### config.mk
export PLATFORM = sky130hd
export DESIGN_NAME = tl_sink_downsizer
export DESIGN_NICKNAME = d
export VERILOG_FILES = /design/src/rtl/tl_sink_downsizer.sv
export SDC_FILE = /design/constraint.sdc
export NUM_CORES = 1
export LEC_CHECK = 0
export BUFFER_PORTS_ARGS = -buffer_cell sky130_fd_sc_hd__buf_4
export CAP_MARGIN = 15
export CORE_AREA = 4 4 386 388
export DETAILED_ROUTE_END_ITERATION = 10
export DIE_AREA = 0 0 390 392
export PLACE_DENSITY = 0.32
export SYNTH_ARGS = -nofsm -noshare
export SYNTH_HDL_FRONTEND = slang
export SYNTH_SLANG_ARGS = --single-unit
### constraint.sdc
create_clock -name clk_i -period 6.8 [get_ports clk_i]
set_clock_uncertainty 0.15 [all_clocks]
set_input_delay 0.68 -clock clk_i [delete_from_list [all_inputs] [get_ports clk_i]]
set_output_delay 0.68 -clock clk_i [all_outputs]
set_load 0.02 [all_outputs]
### src/rtl/tl_sink_downsizer.sv
// tl_sink_downsizer: narrows the TileLink sink ID space from DeviceSinkWidth
// to HostSinkWidth bits. Each Grant/GrantData takes a compact slot that holds
// the device sink. The matching GrantAck on E is mapped back through that slot.
// Channels A, B and C pass straight through.
// Optional: define TL_SINK_DOWNSIZER_CHECK_EN to compile in protocol assertions.
module tl_sink_downsizer #(
  parameter int DataWidth       = 64,
  parameter int AddrWidth       = 56,
  parameter int SourceWidth     = 1,
  parameter int HostSinkWidth   = 1,
  parameter int DeviceSinkWidth = 3,
  parameter int MaxSize         = 6,
  localparam int SizeWidth      = $clog2(MaxSize + 1),
  localparam int MaskWidth      = DataWidth / 8
) (
  input  logic                       clk_i,
  input  logic                       rst_i,
  // A: host -> device
  input  logic                       host_a_valid,
  output logic                       host_a_ready,
  input  logic [2:0]                 host_a_opcode,
  input  logic [2:0]                 host_a_param,
  input  logic [SizeWidth-1:0]       host_a_size,
  input  logic [SourceWidth-1:0]     host_a_source,
  input  logic [AddrWidth-1:0]       host_a_address,
  input  logic [MaskWidth-1:0]       host_a_mask,
  input  logic [DataWidth-1:0]       host_a_data,
  input  logic                       host_a_corrupt,
  output logic                       device_a_valid,
  input  logic                       device_a_ready,
  output logic [2:0]                 device_a_opcode,
  output logic [2:0]                 device_a_param,
  output logic [SizeWidth-1:0]       device_a_size,
  output logic [SourceWidth-1:0]     device_a_source,
  output logic [AddrWidth-1:0]       device_a_address,
  output logic [MaskWidth-1:0]       device_a_mask,
  output logic [DataWidth-1:0]       device_a_data,
  output logic                       device_a_corrupt,
  // B: device -> host
  input  logic                       device_b_valid,
  output logic                       device_b_ready,
  input  logic [2:0]                 device_b_opcode,
  input  logic [2:0]                 device_b_param,
  input  logic [SizeWidth-1:0]       device_b_size,
  input  logic [SourceWidth-1:0]     device_b_source,
  input  logic [AddrWidth-1:0]       device_b_address,
  input  logic [MaskWidth-1:0]       device_b_mask,
  input  logic [DataWidth-1:0]       device_b_data,
  input  logic                       device_b_corrupt,
  output logic                       host_b_valid,
  input  logic                       host_b_ready,
  output logic [2:0]                 host_b_opcode,
  output logic [2:0]                 host_b_param,
  output logic [SizeWidth-1:0]       host_b_size,
  output logic [SourceWidth-1:0]     host_b_source,
  output logic [AddrWidth-1:0]       host_b_address,
  output logic [MaskWidth-1:0]       host_b_mask,
  output logic [DataWidth-1:0]       host_b_data,
  output logic                       host_b_corrupt,
  // C: host -> device
  input  logic                       host_c_valid,
  output logic                       host_c_ready,
  input  logic [2:0]                 host_c_opcode,
  input  logic [2:0]                 host_c_param,
  input  logic [SizeWidth-1:0]       host_c_size,
  input  logic [SourceWidth-1:0]     host_c_source,
  input  logic [AddrWidth-1:0]       host_c_address,
  input  logic [DataWidth-1:0]       host_c_data,
  input  logic                       host_c_corrupt,
  output logic                       device_c_valid,
  input  logic                       device_c_ready,
  output logic [2:0]                 device_c_opcode,
  output logic [2:0]                 device_c_param,
  output logic [SizeWidth-1:0]       device_c_size,
  output logic [SourceWidth-1:0]     device_c_source,
  output logic [AddrWidth-1:0]       device_c_address,
  output logic [DataWidth-1:0]       device_c_data,
  output logic                       device_c_corrupt,
  // D: device -> host
  input  logic                       device_d_valid,
  output logic                       device_d_ready,
  input  logic [2:0]                 device_d_opcode,
  input  logic [1:0]                 device_d_param,
  input  logic [SizeWidth-1:0]       device_d_size,
  input  logic [SourceWidth-1:0]     device_d_source,
  input  logic [DeviceSinkWidth-1:0] device_d_sink,
  input  logic                       device_d_denied,
  input  logic [DataWidth-1:0]       device_d_data,
  input  logic                       device_d_corrupt,
  output logic                       host_d_valid,
  input  logic                       host_d_ready,
  output logic [2:0]                 host_d_opcode,
  output logic [1:0]                 host_d_param,
  output logic [SizeWidth-1:0]       host_d_size,
  output logic [SourceWidth-1:0]     host_d_source,
  output logic [HostSinkWidth-1:0]   host_d_sink,
  output logic                       host_d_denied,
  output logic [DataWidth-1:0]       host_d_data,
  output logic                       host_d_corrupt,
  // E: host -> device
  input  logic                       host_e_valid,
  output logic                       host_e_ready,
  input  logic [HostSinkWidth-1:0]   host_e_sink,
  output logic                       device_e_valid,
  input  logic                       device_e_ready,
  output logic [DeviceSinkWidth-1:0] device_e_sink
);

  localparam int NumSlots = 2 ** HostSinkWidth;
  localparam int LgBytes  = $clog2(DataWidth / 8);
  localparam int BeatW    = (MaxSize > LgBytes) ? (MaxSize - LgBytes) : 1;
  localparam logic [2:0] OpGrant     = 3'd4;
  localparam logic [2:0] OpGrantData = 3'd5;

  if (DeviceSinkWidth <= HostSinkWidth) begin : g_bad_widths
    $fatal(1, "tl_sink_downsizer: DeviceSinkWidth must exceed HostSinkWidth");
  end

  assign device_a_valid   = host_a_valid;
  assign host_a_ready     = device_a_ready;
  assign device_a_opcode  = host_a_opcode;
  assign device_a_param   = host_a_param;
  assign device_a_size    = host_a_size;
  assign device_a_source  = host_a_source;
  assign device_a_address = host_a_address;
  assign device_a_mask    = host_a_mask;
  assign device_a_data    = host_a_data;
  assign device_a_corrupt = host_a_corrupt;

  assign host_b_valid     = device_b_valid;
  assign device_b_ready   = host_b_ready;
  assign host_b_opcode    = device_b_opcode;
  assign host_b_param     = device_b_param;
  assign host_b_size      = device_b_size;
  assign host_b_source    = device_b_source;
  assign host_b_address   = device_b_address;
  assign host_b_mask      = device_b_mask;
  assign host_b_data      = device_b_data;
  assign host_b_corrupt   = device_b_corrupt;

  assign device_c_valid   = host_c_valid;
  assign host_c_ready     = device_c_ready;
  assign device_c_opcode  = host_c_opcode;
  assign device_c_param   = host_c_param;
  assign device_c_size    = host_c_size;
  assign device_c_source  = host_c_source;
  assign device_c_address = host_c_address;
  assign device_c_data    = host_c_data;
  assign device_c_corrupt = host_c_corrupt;

  assign host_d_opcode    = device_d_opcode;
  assign host_d_param     = device_d_param;
  assign host_d_size      = device_d_size;
  assign host_d_source    = device_d_source;
  assign host_d_denied    = device_d_denied;
  assign host_d_data      = device_d_data;
  assign host_d_corrupt   = device_d_corrupt;

  logic [NumSlots-1:0]        slot_valid_q, slot_valid_d;
  logic [DeviceSinkWidth-1:0] slot_sink_q [NumSlots];
  logic                       in_burst_q;
  logic [HostSinkWidth-1:0]   burst_slot_q;
  logic [BeatW-1:0]           beats_left_q;

  logic                       is_grant, free_found, stall, d_fire, e_fire, alloc;
  logic [HostSinkWidth-1:0]   free_idx;
  logic [BeatW-1:0]           first_left;

  // Lowest-index free slot, taken from registered state only.
  always_comb begin
    free_found = 1'b0;
    free_idx   = '0;
    for (int i = NumSlots - 1; i >= 0; i--) begin
      if (!slot_valid_q[i]) begin
        free_found = 1'b1;
        free_idx   = HostSinkWidth'(i);
      end
    end
  end

  // Beats remaining after the first beat of a message (opcode bit 0 marks data-bearing D messages).
  always_comb begin
    first_left = '0;
    if (device_d_opcode[0] && (int'(device_d_size) > LgBytes)) begin
      first_left = BeatW'((1 << (int'(device_d_size) - LgBytes)) - 1);
    end
  end

  // A Grant first beat with a full table holds the whole D channel so ordering is kept.
  assign is_grant       = (device_d_opcode == OpGrant) || (device_d_opcode == OpGrantData);
  assign stall          = !in_burst_q && is_grant && !free_found;
  assign host_d_valid   = device_d_valid && !stall && !rst_i;
  assign device_d_ready = host_d_ready && !stall && !rst_i;
  assign host_d_sink    = in_burst_q ? burst_slot_q : (is_grant ? free_idx : '0);
  assign d_fire         = device_d_valid && device_d_ready;
  assign alloc          = d_fire && !in_burst_q && is_grant;

  assign device_e_valid = host_e_valid && !rst_i;
  assign host_e_ready   = device_e_ready && !rst_i;
  assign device_e_sink  = slot_sink_q[host_e_sink];
  assign e_fire         = host_e_valid && host_e_ready;

  // Slot occupancy: the E free is applied first, then the new allocation.
  always_comb begin
    slot_valid_d = slot_valid_q;
    if (e_fire) slot_valid_d[host_e_sink] = 1'b0;
    if (alloc)  slot_valid_d[free_idx]    = 1'b1;
  end

  // Occupancy and burst tracking registers.
  always_ff @(posedge clk_i) begin
    if (rst_i) begin
      slot_valid_q <= '0;
      in_burst_q   <= 1'b0;
      burst_slot_q <= '0;
      beats_left_q <= '0;
    end else begin
      slot_valid_q <= slot_valid_d;
      if (d_fire) begin
        if (!in_burst_q) begin
          if (first_left != '0) begin
            in_burst_q   <= 1'b1;
            beats_left_q <= first_left;
            burst_slot_q <= is_grant ? free_idx : '0;
          end
        end else begin
          beats_left_q <= beats_left_q - BeatW'(1);
          if (beats_left_q == BeatW'(1)) in_burst_q <= 1'b0;
        end
      end
    end
  end

  // Device sink capture; contents are only meaningful while the slot is valid.
  always_ff @(posedge clk_i) begin
    if (alloc) slot_sink_q[free_idx] <= device_d_sink;
  end

`ifdef TL_SINK_DOWNSIZER_CHECK_EN
  a_e_targets_valid: assert property (@(posedge clk_i) disable iff (rst_i)
    e_fire |-> slot_valid_q[host_e_sink]);
  a_no_grant_when_full: assert property (@(posedge clk_i) disable iff (rst_i)
    !(alloc && (&slot_valid_q)));
  a_no_underflow: assert property (@(posedge clk_i) disable iff (rst_i)
    (d_fire && in_burst_q) |-> (beats_left_q != '0));
`else
  // Checks compiled out: an E to an empty slot forwards the stale device sink.
`endif

endmodule

==> summary.txt <==
Worst setup path
  • Largest fanout on the critical path: 5
  • Type of the worst setup path: primary input to flop
  • Arrival @ worst endpoint: 3.09 ns
  • Critical-path cell list: buf_4 > ha_1 > ha_1 > or4_2 > ha_1 > nand2_1 > o21ba_4 > a2111oi_2 > a21o_1
  • Data required time of the critical path: 6.87 ns
  • CP most frequent cell: sky130_fd_sc_hd__ha_1
  • Sort of element at the end of the critical path: flop
  • Count of buffer and inverter cells on the critical path: 1
  • Max incr delay on CP: 0.65 ns
  • Slowest stage cell, crit path: sky130_fd_sc_hd__or4_2
  • Launching element type of the critical path: primary input
  • Family with the most delay on the worst path: adder cells

Synth
  • Post-synthesis cell type count: 32
  • Synthesized area divided by synthesized cell count: 7.873 um2
  • Flip-flop and latch count after synthesis: 13
  • Count of warnings emitted by yosys: 0
  • Post-Syn Nets: 1073
  • Synthesized area: 0.004472 mm2
  • Sequential area share after synthesis: 7.163%
  • Number of instances in the synthesized netlist: 568

Timing
  • Aggregate negative setup slack: 0 ns
  • Worst relative slew slack: 59.07%
  • Setup repair after global routing missed its margin: no
  • Post-route clock period utilization: 44.49%
  • Final WS setup: 3.775 ns
  • Min cycle time layout: 3.025 ns
  • Finish-stage setup viols: 0
  • Final Hold Vio Count: 0
  • Transition time of the tightest slew-check pin: 0.6117 ns
  • Maximum achievable frequency: 330.6 MHz
  • Final Max Tran Viols: 0

Die
  • Height of the die: 392 um
  • Die span in x: 390 um
  • DIE AREA: 0.1529 mm2
  • Initial core utilization: 3.076%
  • Total number of placement rows: 140
  • I/O pin count: 998
  • Core region area: 0.1454 mm2

CTS
  • Cell chosen for the clock root: sky130_fd_sc_hd__clkbuf_16
  • Clk sinks: 13
  • Post-CTS sizing: 0
  • Deepest clock path buffer count: 2
  • Clock slew seen by the registers of the worst setup and hold paths: 0.06 ns
  • CTS tree: done
  • Number of buffers added by the clock tree synthesis step: 3
  • Post-CTS Hold Buffers: 0
  • Post-CTS setup buffer count: 0
  • Clock network latency to the later pin of the worst-skew pair: 0.27 ns
  • Maximum level of the CTS H-tree: 1

Placed design
  • Routability congestion estimate: 0.7525
  • Detailed placer's ending HPWL: 81040 um
  • Cell area after placement: 0.003417 mm2
  • Post-place setup slack: 3.517 ns
  • Buffers added on ports: 29

Power and ir drop
  • IR drop worst, VDD: 0.00006614 V
  • Power per Cell Area: 75.48 mW/mm2
  • Leakage dissipation: 0.4830 nW

Global route
  • Global-route wire length before repair: 86700 um
  • Grt total ovfl: 0
  • Initial antenna violation count: 7
  • Tot GR Track Use: 10.33%
  • Vias in the first global route: 1664
  • Pin count of the biggest net entering global routing: 14

Route
  • Remaining DRCs: 0
  • Total iterations of the first detailed-routing run: 4
  • Antenna Nets Post-Route: 0
  • Average vias per placed instance: 0.8472
  • Total wire length: 83190 um
  • Detailed-route via count: 1719
  • Average wire per standard cell: 41.00 um
  • 1st-iter DRT viols: 97

Layout
  • Design Area, Final: 0.003498 mm2
  • # fillers: 17401
  • Area of the multi-input gates: 442.9 um2
  • Nets@finish: 617
  • Layout cell share with drive strength beyond 1: 40.54%
  • Final Util: 2.406%
  • Area taken by flip-flops and latches: 320.3 um2
  • Layout area overhead: -21.77%

Flow run
  • Max Cap Violations: 0

Worst hold path
  • Min-delay worst type: flop to flop

Status
  • Result of the run: finished clean
[routing by layer]
layer / part of all wire, % / global-route usage, %
met5: 0.26 / 0.9569
met4: 2.0 / 1.816
met3: 47 / 23.22
met2: 44 / 15.86
met1: 7.3 / 2.125
[tightest hold or removal path, delay by kind of cell, from the launching register on]
family	cells	cell delay [ns]
compound gates	1	0.08
buf+inv	1	0.10
flops	1	0.30
[metrics by stage]
step / std cells / hold WS (ns) / total power [mW]
2_1_floorplan: 568 / 0.3010 / 0.5227
3_3_place_gp: 2024 / 0.3479 / 0.1349
3_5_place_dp: 2024 / 0.3513 / 0.1344
4_1_cts: 2028 / 0.3630 / 0.2755
5_1_grt: 2029 / 0.3997 / 0.2815
6_report: 2029 / 0.3692 / 0.2640
[synth_stat cells, drive strengths merged]
| cell | number | area [um2] |
|---|---|---|
| a2111oi | 1 | 15.01 |
| a21o | 2 | 15.01 |
| a21oi | 5 | 25.02 |
| a221oi | 1 | 8.760 |
| a41o | 2 | 21.27 |
| and2 | 2 | 12.51 |
| and3 | 2 | 17.52 |
| and3b | 1 | 8.760 |
| buf | 490 | 3679 |
| clkbuf | 2 | 7.510 |
| dfxtp | 7 | 140.1 |
| edfxtp | 6 | 180.2 |
| ha | 5 | 62.56 |
| inv | 6 | 22.52 |
| mux2 | 3 | 33.78 |
| mux2i | 1 | 10.01 |
| nand2 | 7 | 26.28 |
| nand2b | 2 | 12.51 |
| nand3 | 2 | 10.01 |
| nand3b | 2 | 15.01 |
| nor2 | 6 | 22.52 |
| nor2b | 2 | 12.51 |
| nor3 | 1 | 16.27 |
| nor3b | 1 | 12.51 |
| o21ai | 1 | 8.760 |
| o21ba | 1 | 16.27 |
| o31ai | 1 | 7.510 |
| o41ai | 3 | 26.28 |
| or4 | 1 | 8.760 |
| xnor2 | 2 | 17.52 |
[kinds of logic (layout without fill, tap and decap cells)]
group | count (synthesis) | after routing | synth area share, %
AO/OA/AOI/OAI | 17 | 17 | 3.218
XOR/XNOR | 2 | 2 | 0.3918
adder cells (fa/ha/maj) | 5 | 5 | 1.399
buffers and inverters | 498 | 41 | 82.93
flip-flops | 13 | 13 | 7.163
multiplexers | 4 | 4 | 0.9793
other | 0 | 1 | 0
AND/OR/NAND/NOR | 29 | 29 | 3.917
[power breakdown]
group	leakage (nW)	switching [mW]	internal, mW
combinational	0.334	0.0285	0.0184
clock	0.0382	0.0536	0.0803
sequential	0.111	0.000512	0.0827
total	0.483	0.0826	0.181
[state kept, by name (all words and copies together), names as in the netlist]
| name | count |
|---|---|
| in_burst_q | 1 |
| beats_left_q | 3 |
| slot_valid_q | 2 |
| burst_slot_q | 1 |
| slot_sink_q | 6 |
[cell type report]
| type | instances | share of cell area (%) |
|---|---|---|
| sequential | 13 | 9.156 |
| timing repair buffer | 31 | 6.652 |
| inverter | 6 | 0.6438 |
| multi-input combinational | 57 | 12.66 |
| tap | 1917 | 68.56 |
| antenna | 1 | 0.07153 |
| clock buffer | 4 | 2.253 |
[path summary, 6_finish.rpt]
check	from	to	slack, ns	cells past startpoint
max	device_d_size[0]	beats_left_q[0]	3.77	9
min	beats_left_q[1]	beats_left_q[1]	0.37	2
max reg2reg	in_burst_q	burst_slot_q	4.82	7
min reg2reg	beats_left_q[1]	beats_left_q[1]	0.37	2
[layout by cell type, fill, tap and decap left out, types with 3 or more instances in the layout]
cell type,Yosys,layout
sky130_fd_sc_hd__nor2_1,6,6
sky130_fd_sc_hd__ha_1,5,5
sky130_fd_sc_hd__mux2_2,3,3
sky130_fd_sc_hd__a21oi_1,5,5
sky130_fd_sc_hd__edfxtp_1,6,6
sky130_fd_sc_hd__dfxtp_1,7,7
sky130_fd_sc_hd__o41ai_1,3,3
sky130_fd_sc_hd__inv_1,6,6
sky130_fd_sc_hd__nand2_1,7,7
sky130_fd_sc_hd__buf_4,490,31
sky130_fd_sc_hd__clkbuf_16,0,3
No activity file was read; power rests on OpenSTA's default activity.
